[config.mk]
export PLATFORM = sky130hd
export DESIGN_NAME = sensor_timing_gen
export DESIGN_NICKNAME = d
export VERILOG_FILES = /design/src/rtl/sensor_timing_gen.sv
export SDC_FILE = /design/constraint.sdc
export NUM_CORES = 1
export LEC_CHECK = 0
export CELL_PAD_IN_SITES_DETAIL_PLACEMENT = 0
export CELL_PAD_IN_SITES_GLOBAL_PLACEMENT = 1
export CORE_UTILIZATION = 44
export CTS_BUF_LIST = sky130_fd_sc_hd__clkbuf_2
export DETAILED_ROUTE_END_ITERATION = 10
export HOLD_SLACK_MARGIN = 0.06
export PLACE_DENSITY = 0.93
export SKIP_CTS_REPAIR_TIMING = 1
export SLEW_MARGIN = 20
export SYNTH_ARGS = -nofsm -noshare
export SYNTH_HDL_FRONTEND = slang
export SYNTH_SLANG_ARGS = --single-unit
[constraint.sdc]
create_clock -name clk_pix -period 5.18 [get_ports clk_pix]
set_clock_uncertainty 0.05 [all_clocks]
set_input_delay 0.518 -clock clk_pix [delete_from_list [all_inputs] [get_ports clk_pix]]
set_output_delay 0.518 -clock clk_pix [all_outputs]
set_load 0.005 [all_outputs]
[src/rtl/sensor_timing_gen.sv]
// Camera-sensor timing generator: fval/lval framing with selectable test-pattern pixel data.
// Define SENSOR_TIMING_GEN_RANDOM_EN to build in the LFSR random pattern (pattern select 2).
module sensor_timing_gen #(
    parameter int DATA_WIDTH = 10,
    parameter int HV_WD      = 16
) (
    input  logic                  clk_pix,
    input  logic                  reset_pix,
    input  logic                  i_enable,
    input  logic [HV_WD-1:0]      iv_width,
    input  logic [HV_WD-1:0]      iv_height,
    input  logic [HV_WD-1:0]      iv_hblank,
    input  logic [HV_WD-1:0]      iv_vblank,
    input  logic [1:0]            iv_pattern_sel,
    output logic                  o_fval,
    output logic                  o_lval,
    output logic [DATA_WIDTH-1:0] ov_pix_data,
    output logic                  o_frame_done,
    output logic [2:0]            ov_dbg_state
);
    typedef enum logic [2:0] {
        IDLE   = 3'd0,
        VBLANK = 3'd1,
        LEAD   = 3'd2,
        LINE   = 3'd3,
        HBLANK = 3'd4,
        TAIL   = 3'd5
    } state_t;

    localparam logic [HV_WD-1:0] ONE = HV_WD'(1);
    localparam logic [HV_WD-1:0] TWO = HV_WD'(2);

    state_t                state, next_state;
    logic [HV_WD-1:0]      cnt, line_cnt;
    logic [HV_WD-1:0]      width_q, height_q, hblank_q, vblank_q;
    logic [1:0]            sel_q;
    logic [DATA_WIDTH-1:0] frame_cnt;
    logic                  done_flag;

    logic                  live_ok, vb_last, hb_last, px_last, edge_last, more_lines, start_frame;
    logic                  fval_d, lval_d, done_d;
    logic [DATA_WIDTH-1:0] pix_d;

    assign live_ok     = i_enable && (iv_width != '0) && (iv_height != '0);
    // Zero-length blanking is stretched to one cycle so every state is visited.
    assign vb_last     = (vblank_q <= ONE) || (cnt == vblank_q - ONE);
    assign hb_last     = (hblank_q <= ONE) || (cnt == hblank_q - ONE);
    assign px_last     = (cnt == width_q - ONE);
    assign edge_last   = (cnt == TWO);
    assign more_lines  = (line_cnt != height_q - ONE);
    assign start_frame = (next_state == VBLANK) && (state != VBLANK);

`ifdef SENSOR_TIMING_GEN_RANDOM_EN
    logic [15:0] lfsr;

    // Free-running across frames; only pixel cycles advance it.
    always_ff @(posedge clk_pix or posedge reset_pix) begin
        if (reset_pix)
            lfsr <= 16'hACE1;
        else if (state == LINE)
            lfsr <= {lfsr[0] ^ lfsr[2] ^ lfsr[3] ^ lfsr[5], lfsr[15:1]};
    end
`endif

    always_ff @(posedge clk_pix or posedge reset_pix) begin
        if (reset_pix) begin
            state        <= IDLE;
            cnt          <= '0;
            line_cnt     <= '0;
            width_q      <= '0;
            height_q     <= '0;
            hblank_q     <= '0;
            vblank_q     <= '0;
            sel_q        <= '0;
            frame_cnt    <= '0;
            done_flag    <= 1'b0;
            o_fval       <= 1'b0;
            o_lval       <= 1'b0;
            ov_pix_data  <= '0;
            o_frame_done <= 1'b0;
        end else begin
            state <= next_state;
            if ((next_state != state) || (state == IDLE))
                cnt <= '0;
            else
                cnt <= cnt + ONE;

            if (start_frame) begin
                width_q  <= iv_width;
                height_q <= iv_height;
                hblank_q <= iv_hblank;
                vblank_q <= iv_vblank;
                sel_q    <= iv_pattern_sel;
                line_cnt <= '0;
            end else if ((state == LINE) && px_last) begin
                line_cnt <= line_cnt + ONE;
            end

            done_flag <= (state == TAIL) && edge_last;
            if (done_flag)
                frame_cnt <= frame_cnt + 1'b1;

            // One register stage for every output keeps fval, lval and data aligned.
            o_fval       <= fval_d;
            o_lval       <= lval_d;
            ov_pix_data  <= pix_d;
            o_frame_done <= done_d;
        end
    end

    always_comb begin
        next_state = state;
        case (state)
            IDLE:    if (live_ok) next_state = VBLANK;
            VBLANK:  if (vb_last) next_state = LEAD;
            LEAD:    if (edge_last) next_state = LINE;
            LINE:    if (px_last) next_state = more_lines ? HBLANK : TAIL;
            HBLANK:  if (hb_last) next_state = LINE;
            TAIL:    if (edge_last) next_state = live_ok ? VBLANK : IDLE;
            default: next_state = IDLE;
        endcase
    end

    always_comb begin
        fval_d = (state == LEAD) || (state == LINE) || (state == HBLANK) || (state == TAIL);
        lval_d = (state == LINE);
        done_d = done_flag;
        pix_d  = '0;
        if (state == LINE) begin
            case (sel_q)
                2'd0:    pix_d = DATA_WIDTH'(line_cnt);
                2'd1:    pix_d = frame_cnt;
`ifdef SENSOR_TIMING_GEN_RANDOM_EN
                2'd2:    pix_d = lfsr[DATA_WIDTH-1:0];
`else
                2'd2:    pix_d = DATA_WIDTH'(line_cnt);
`endif
                default: pix_d = '0;
            endcase
        end
    end

    assign ov_dbg_state = state;

endmodule

==> reports/results.ini <==
[cells_and_area]
final_cell_count_no_fill = 1209
final_util = 0.514
drive_gt1_frac = 0.0528
diodes = 0
syn_to_final_growth_pct = 14.7
fin_area_um2 = 8860
nNetsFinal = 1051

[yosys]
yosys.area.top_type = dfrtp_1
synth_flop_cell = dfrtp_1
synth_top_area_frac = 0.405
syn_avg_cell_area_um2 = 8.36
syn_nets = 1003
synth_area_um2 = 7720
yosys_warnings = 0
ys_top_cells_by_area = dfrtp_1 (40%), nand2_1 (11%), xnor2_1 (6.1%)
synth_seq_cells = 125
ys_seq_area_frac = 0.405
synth_cell_type_count = 62
netlist_instances = 924
async_flop_share = 1.00
synth-edff-count = 0

[power_and_ir_drop]
power.share.sequential = 0.602
sw_frac_of_total = 0.264
p_switching_uw = 428
combPwrFrac = 0.049
p_leak_uw = 0.00391
ir_drop_mv = 0.120
clockPowerShare = 0.349
p_int_uw = 1190
p_per_area_nw_per_um2 = 183

[timing]
period_share = 0.721
max_freq_ghz = 0.268
fin_setup_tns_ps = 0
slew_violations = 0
hold_violations = 0
rsz0062_at_grt = false
fin_hold_ws_ps = 214
slew_headroom = 0.304
finalSetupViolCount = 0
fin_crit_ps = 3740
worstMarginPinSlew_ps = 1030

[routing]
initialDrtViolationCount = 346
vias_per_cell = 5.46
vias = 6600
drt-total-wl_um = 19000
wire_per_inst_um = 15.7
first_pass_iters = 5
drc = 0
drtAntennaViolNets = 0

[run_status]
status = finished clean

[cts]
clk_pin_slew_worst_paths_ps = 240
cts_sinks = 125
htreeDepth = 4
insertion_delay_ps = 740
cts_tree = done
cts_buffers = 17
cts_root_buf = clkbuf_2
max-clock-path-buffers = 2

[global_route]
grt_antenna_before_repair = 0
grt_pass1_wl_um = 31700
grt_overflow = 0
grt_max_degree = 71
grt_pass1_vias = 6329
grt_usage = 0.223

[floorplanning]
die_area_um2 = 18100
start_util = 0.448
die_w_um = 135
core_um2 = 17200
dieHeight_um = 135
pin_count = 85
rows = 48

[setup_path]
cp_num_buf_inv = 1
worstReg2RegStart = vblank_q[0]
start_kind = register
slowest_delay_ps = 560
crit_start = vblank_q[0]
cp-end-kind = register
critPathArrivalTime_ps = 4280
cp_top_family = simple AND/OR/NAND/NOR gates
crit_chain = inv_1 > ha_1 > or3b_2 > or3_1 > o31ai_1 > o311ai_1 > o41ai_1 > nor4b_1 > a31oi_1 > nor3b_1
crit_path_top_delay_cell = o41ai_1
crit_type = register to register
crit_fanout = 16
required_ps = 5730

[hold_path]
min-delay-start = iv_vblank[7]
hold_path_class = primary input to register

[placement]
dpl.hpwl_um = 13500
port_buffers = 84
place_congestion = 0.878
placed_area_um2 = 8650
dp.cells = 1178

[flow_run]
maxCapViolations = 0

==> cell usage after synthesis, types with 19 or more instances <==
library cell  instances
inv_1                19
nand2_1             219
nor3_1               24
or4_1                19
dfrtp_1             125
xor2_1               44
o21ai_0              37
clkbuf_1             54
nor4_1               25
a21oi_1              38
nor2_1               37
xnor2_1              54
==> power by group through the flow <==
| stage | registers (uW) | clock network (uW) | logic, uW |
|---|---|---|---|
| 5_1_grt | 978 | 631 | 87.1 |
| 3_5_place_dp | 994 | 0 | 80.8 |
| 6_report | 977 | 567 | 78.9 |
| 3_3_place_gp | 994 | 0 | 80.5 |
| 2_1_floorplan | 994 | 0 | 15.8 |
| 4_1_cts | 977 | 585 | 81.3 |
==> layout make-up <==
| type | instances | area (um^2) |
|---|---|---|
| Tap cell | 225 | 282 |
| Fill cell | 1622 | 8370 |
| Timing Repair Buffer | 89 | 878 |
| Clock buffer | 17 | 85.1 |
| Inverter | 19 | 73.8 |
| Multi-Input combinational cell | 720 | 4290 |
| Clock inverter | 14 | 124 |
| Sequential cell | 125 | 3130 |
==> final timing paths <==
kind	to	depth (start not counted)	slack, ps
min in group asynchronous	cnt[7]	2	250
max in group asynchronous	frame_cnt[5]	3	3840
max	cnt[14]	10	1440
max reg2reg	cnt[14]	10	1440
min	vblank_q[7]	3	210
min reg2reg	frame_cnt[9]	1	440
==> placed cells by master, fill, tap and decap left out, types with 6 or more instances in the layout <==
cell / synthesis / routed
nand4b_1: 6 / 6
a31oi_1: 7 / 7
clkdlybuf4s50_1: 0 / 84
nor4b_1: 7 / 7
a21oi_1: 38 / 38
clkbuf_2: 0 / 17
and2_1: 8 / 7
ha_1: 10 / 10
nand2_1: 219 / 218
nor2b_1: 8 / 8
nor3b_1: 15 / 15
nor4_1: 25 / 25
nand2b_1: 16 / 16
nand3b_1: 12 / 12
o21ai_0: 37 / 37
nand3_1: 18 / 18
o31ai_1: 8 / 8
or3_1: 17 / 17
or4_1: 19 / 19
nor2_1: 37 / 37
xor2_1: 44 / 44
inv_1: 19 / 18
nor3_1: 24 / 24
xnor2_1: 54 / 54
nand4_1: 14 / 14
dfrtp_1: 125 / 125
and3_1: 14 / 14
==> layer usage <==
| layer | vias up | global-route usage | wire (um) |
|---|---|---|---|
| met3 | 19 | 0.0499 | 941 |
| li1 | 3326 | - | - |
| met5 | - | 0 | 0 |
| met4 | 0 | 0.0512 | 221 |
| met2 | 164 | 0.356 | 8490 |
| met1 | 3091 | 0.309 | 9370 |
==> stage by stage <==
step	power (uW)	setup slack, ps
2_1_floorplan	1010	1280
3_3_place_gp	1070	1600
3_5_place_dp	1080	1510
4_1_cts	1640	1440
5_1_grt	1700	1100
6_report	1620	1440
==> worst min-delay path: stages <==
cell and delay, ps:
clkdlybuf4s50_1 390, nand2_1 60, nand2_1 40
==> flip-flops by register name, indices dropped and copies added, names as in the netlist <==
register      count
sel_q             2
o_frame_done      1
ov_dbg_state      3
o_lval            1
line_cnt         16
vblank_q         16
height_q         16
ov_pix_data      10
o_fval            1
hblank_q         16
width_q          16
frame_cnt        10
cnt              16
done_d            1
==> kinds of logic (layout without fill, tap and decap cells) <==
group           Yosys count  count (layout)  share of synthesized area
flops                   125             125                      0.405
compound gates          131             131                      0.106
buf+inv                  79             139                     0.0405
simple gates            475             475                      0.313
fa+ha+maj                10              10                     0.0162
mux                       6               6                    0.00826
xor+xnor                 98              98                      0.111
Power figures use the tool's default switching activity.
==> variant 1, RTL diff (same flow settings) <==
`ov_pix_data` no longer has a reset.
--- a/src/rtl/sensor_timing_gen.sv
+++ b/src/rtl/sensor_timing_gen.sv
@@ -77,5 +77,4 @@
             o_fval       <= 1'b0;
             o_lval       <= 1'b0;
-            ov_pix_data  <= '0;
             o_frame_done <= 1'b0;
         end else begin
@@ -104,7 +103,10 @@
             o_fval       <= fval_d;
             o_lval       <= lval_d;
-            ov_pix_data  <= pix_d;
             o_frame_done <= done_d;
         end
+    end
+
+    always_ff @(posedge clk_pix) begin
+        ov_pix_data <= pix_d;
     end
 
Check against the original RTL: differs if reset_pix is asserted again (counterexample within 10 cycles, from zero or initial values and one cycle with reset_pix high); with reset_pix held inactive, the same outputs for 10 cycles.
==> variant 1 against the original RTL <==
Routed wire length is 5.1% lower. Final cell count is 9.2% lower. Critical path depth is 1 higher. Global-route usage is 0.80 points lower. Worst setup slack worse by 0.38 ns. Die area is 0.22% higher. Cell area is 0.51% higher. First-iteration DRC count is 24% higher. Synthesized area is 0.23% higher. Sequential cell count stayed put. Count of clock-buffer cells in the layout stayed put. Maximum frequency is 9.3% lower. Critical endpoint is now width_q[9]. Highest routed layer unchanged.
Power is not compared: it rests on default switching activity, and its combinational part moved more than twofold at a synthesized area within 25%.
==> variant 1: results (changes against the original RTL) <==
[synth]
synth_commonest_cells = 115 x dfrtp_1, 74 x nor2_1, 73 x xnor2_1
yosysUniqueCellTypes = 69  ; +11%
synth_fa_ha_area_share_pct = 1.62  ; -0.0037 points
syn-num-nets = 880  ; -12%
netlist_top_cells_area = dfrtp_1 37%, xnor2_1 8.3%, mux2_1 7.7%, xor2_1 4.8%, nor2_1 3.6%
synth_compound_area_share_pct = 9.53  ; -1.1 points
synth-xor-area-share_pct = 13.6  ; +2.5 points
muxShareOfSynthArea_pct = 10.0  ; +9.2 points

[place]
dp_hpwl_um = 13400  ; -0.83%
gp_congestion = 0.891  ; +1.5%
place_ws_ns = 1.11  ; -0.404 ns

[cells_and_area]
inverters_excl_clock = 21  ; +2
drive_above_1_share_pct = 7.22  ; +1.9 points
regArea_mm2 = 0.00308  ; -1.6%
multi_input_area_mm2 = 0.00436  ; +1.5%
clock_area_share_pct = 2.51  ; +0.16 points
fillers = 1579  ; -2.7%
fin_util_pct = 51.7  ; +0.26 points
nMultiInputCombCells = 604  ; -16%

[run_status]
outcome = finished clean

[route]
drt-total-wl_um = 18000  ; -5.1%
firstDrtPassIters = 7  ; +2
routedWlPerCell_um = 16.4  ; +4.4%
via_per_inst = 5.65  ; +3.6%

[worst_setup_path]
arrival_ns = 4.70  ; +0.42 ns
r2r_start = width_q[0]
critical_path.top_delay_family = compound AO/OA/AOI/OAI gates

[timing]
whs_ns = 0.205  ; -0.00899 ns

[grt]
grt_pass1_vias = 5984  ; -5.5%

## variant 1: changes by cell type in the layout (fill, tap and decap cells not counted), moves of 19 or more
cell and delta:
o21ai_0 -23, nand2_1 -187, a21oi_1 -21, mux2_1 +53, xnor2_1 +19, nor2_1 +37
## variant 1: routing by layer
| metal | part of all wire [%] | routed length [um] |
|---|---|---|
| met2 | 46 | 8300 |
| met5 | 0 | 0 |
| met1 | 47 | 8540 |
| met3 | 5.0 | 911 |
| met4 | 1.7 | 299 |
## variant 1: power by group through the flow
stage | Combinational [mW] | Sequential, mW | Clock (mW)
finish | 1.49 | 1.80 | 0.589
global placement | 1.46 | 1.80 | 0
detailed placement | 1.48 | 1.81 | 0
global route | 1.67 | 1.87 | 0.649
CTS | 1.49 | 1.79 | 0.607
floorplan | 1.40 | 1.51 | 0
==> variant 2, RTL diff (same settings) <==
Made on the original files. Build with the macro `SENSOR_TIMING_GEN_RANDOM_EN` defined.
--- a/src/rtl/sensor_timing_gen.sv
+++ b/src/rtl/sensor_timing_gen.sv
@@ -1,4 +1,6 @@
 // Camera-sensor timing generator: fval/lval framing with selectable test-pattern pixel data.
 // Define SENSOR_TIMING_GEN_RANDOM_EN to build in the LFSR random pattern (pattern select 2).
+`define SENSOR_TIMING_GEN_RANDOM_EN
+
 module sensor_timing_gen #(
     parameter int DATA_WIDTH = 10,
Check against the original RTL: not equivalent (Yosys sat finds a counterexample within 10 cycles, from zero or initial values and one cycle with reset_pix high).
==> variant 2 against the original RTL <==
Clock power is 29% higher. Worst setup slack lost 0.21 ns. Cell area rose by 9.8%. Die area is 10% higher. Power is 18% higher. Utilization rose by 0.26 points. Largest cell class unchanged. First-iteration DRC count up 10%. Count of clock-buffer cells in the layout rose by 2. Synthesized area rose by 10%. Critical path depth unchanged. Sequential cell count grew 16. Routed wire length increased by 0.72%. Highest routed layer unchanged.
==> variant 2: results (changes against the original RTL) <==
[route]
num_vias = 6569  ; -0.47%

[place]
gp_congestion = 0.852  ; -3.0%
place_area_mm2 = 0.00946  ; +9.3%
dp_hpwl_um = 13600  ; +0.57%

[synth]
syn-num-nets = 923  ; -8.0%
synth_commonest_cells = 133 x dfrtp_1, 72 x xnor2_1, 66 x nand2_1
synth-xor-area-share_pct = 11.9  ; +0.79 points
yosysSeqAreaShare_pct = 41.5  ; +0.97 points
yosysUniqueCellTypes = 67  ; +8.1%
synth_fa_ha_area_share_pct = 1.47  ; -0.15 points
syn_area_per_cell_um2 = 10.1  ; +21%
netlist_top_cells_area = dfrtp_1 39%, xnor2_1 7.4%, mux2_4 6.0%, xor2_1 4.5%, mux2_2 4.4%

[cells_and_area]
final_cells = 1175  ; -2.8%
drive_above_1_share_pct = 14.0  ; +8.7 points

[grt]
grt_pass1_vias = 6323  ; -0.095%
grt_max_degree = 108  ; +52%
track_usage_pct = 20.3  ; -2.0 points
grt_pass1_wl_um = 32000  ; +1.0%
antenna_found_initial = 1  ; +1

[run_status]
outcome = finished clean

[clock_tree]
clk_pin_slew_worst_paths_ns = 0.21  ; -0.03 ns

[timing]
timing.max_slew.rel_slack_pct = 34.9  ; +4.5 points

[power]
power_switching_mw = 0.478  ; +12%
leakage_nw = 4.17  ; +6.6%

[worst_setup_path]
arrival_ns = 4.50  ; +0.22 ns

==> variant 2: changes by cell type after synthesis, sizes merged, moves of 10 or more <==
| cell | delta |
|---|---|
| a21oi | -11 |
| xnor2 | +18 |
| o21ai | -21 |
| nand2 | -153 |
| buf | +15 |
| nor4 | +25 |
| nor3b | -11 |
| mux2i | +10 |
| nor2 | +20 |
| clkbuf | -23 |
| mux2 | +65 |
==> variant 2: worst paths after layout <==
path                                    from            to  slack (ns)
max reg2reg                      hblank_q[0]        cnt[7]        1.23
min                                reset_pix  vblank_q[14]        0.28
max                              hblank_q[0]        cnt[7]        1.23
max in group asynchronous          reset_pix    width_q[8]        3.80
min in group clk_pix       iv_pattern_sel[1]      sel_q[1]        0.33
min reg2reg                          lfsr[7]       lfsr[6]        0.41
==> variant 2: metal layers <==
metal / global-route usage [%] / vias up / part of all wire [%]
met5: 0 / - / 0
met2: 32.3 / 184 / 46
li1: - / 3152 / -
met4: 7.38 / 0 / 2.1
met3: 3.24 / 31 / 4.1
met1: 28.1 / 3202 / 47
==> variant 2: critical path: stages, from the launching register on <==
cell and delay (ns):
dfrtp_1 0.50, inv_1 0.09, ha_1 0.23, or3b_1 0.42, or4_1 0.51, a2111oi_0 0.43
nand4_1 0.14, or4_1 0.61, a21boi_1 0.23, o21a_1 0.51, nor4_1 0.12
==> variant 2: layout make-up <==
type / count / area, um2 / area share, %
inverters: 20 / 80.1 / 0.823
well taps: 260 / 325 / 3.34
flip-flops and latches: 141 / 3540 / 36.4
clock buffers: 19 / 95.1 / 0.977
clock inverters: 13 / 178 / 1.83
multi-input cells: 631 / 4610 / 47.4
repair buffers: 90 / 898 / 9.23
diodes: 1 / 2.50 / 0.0257
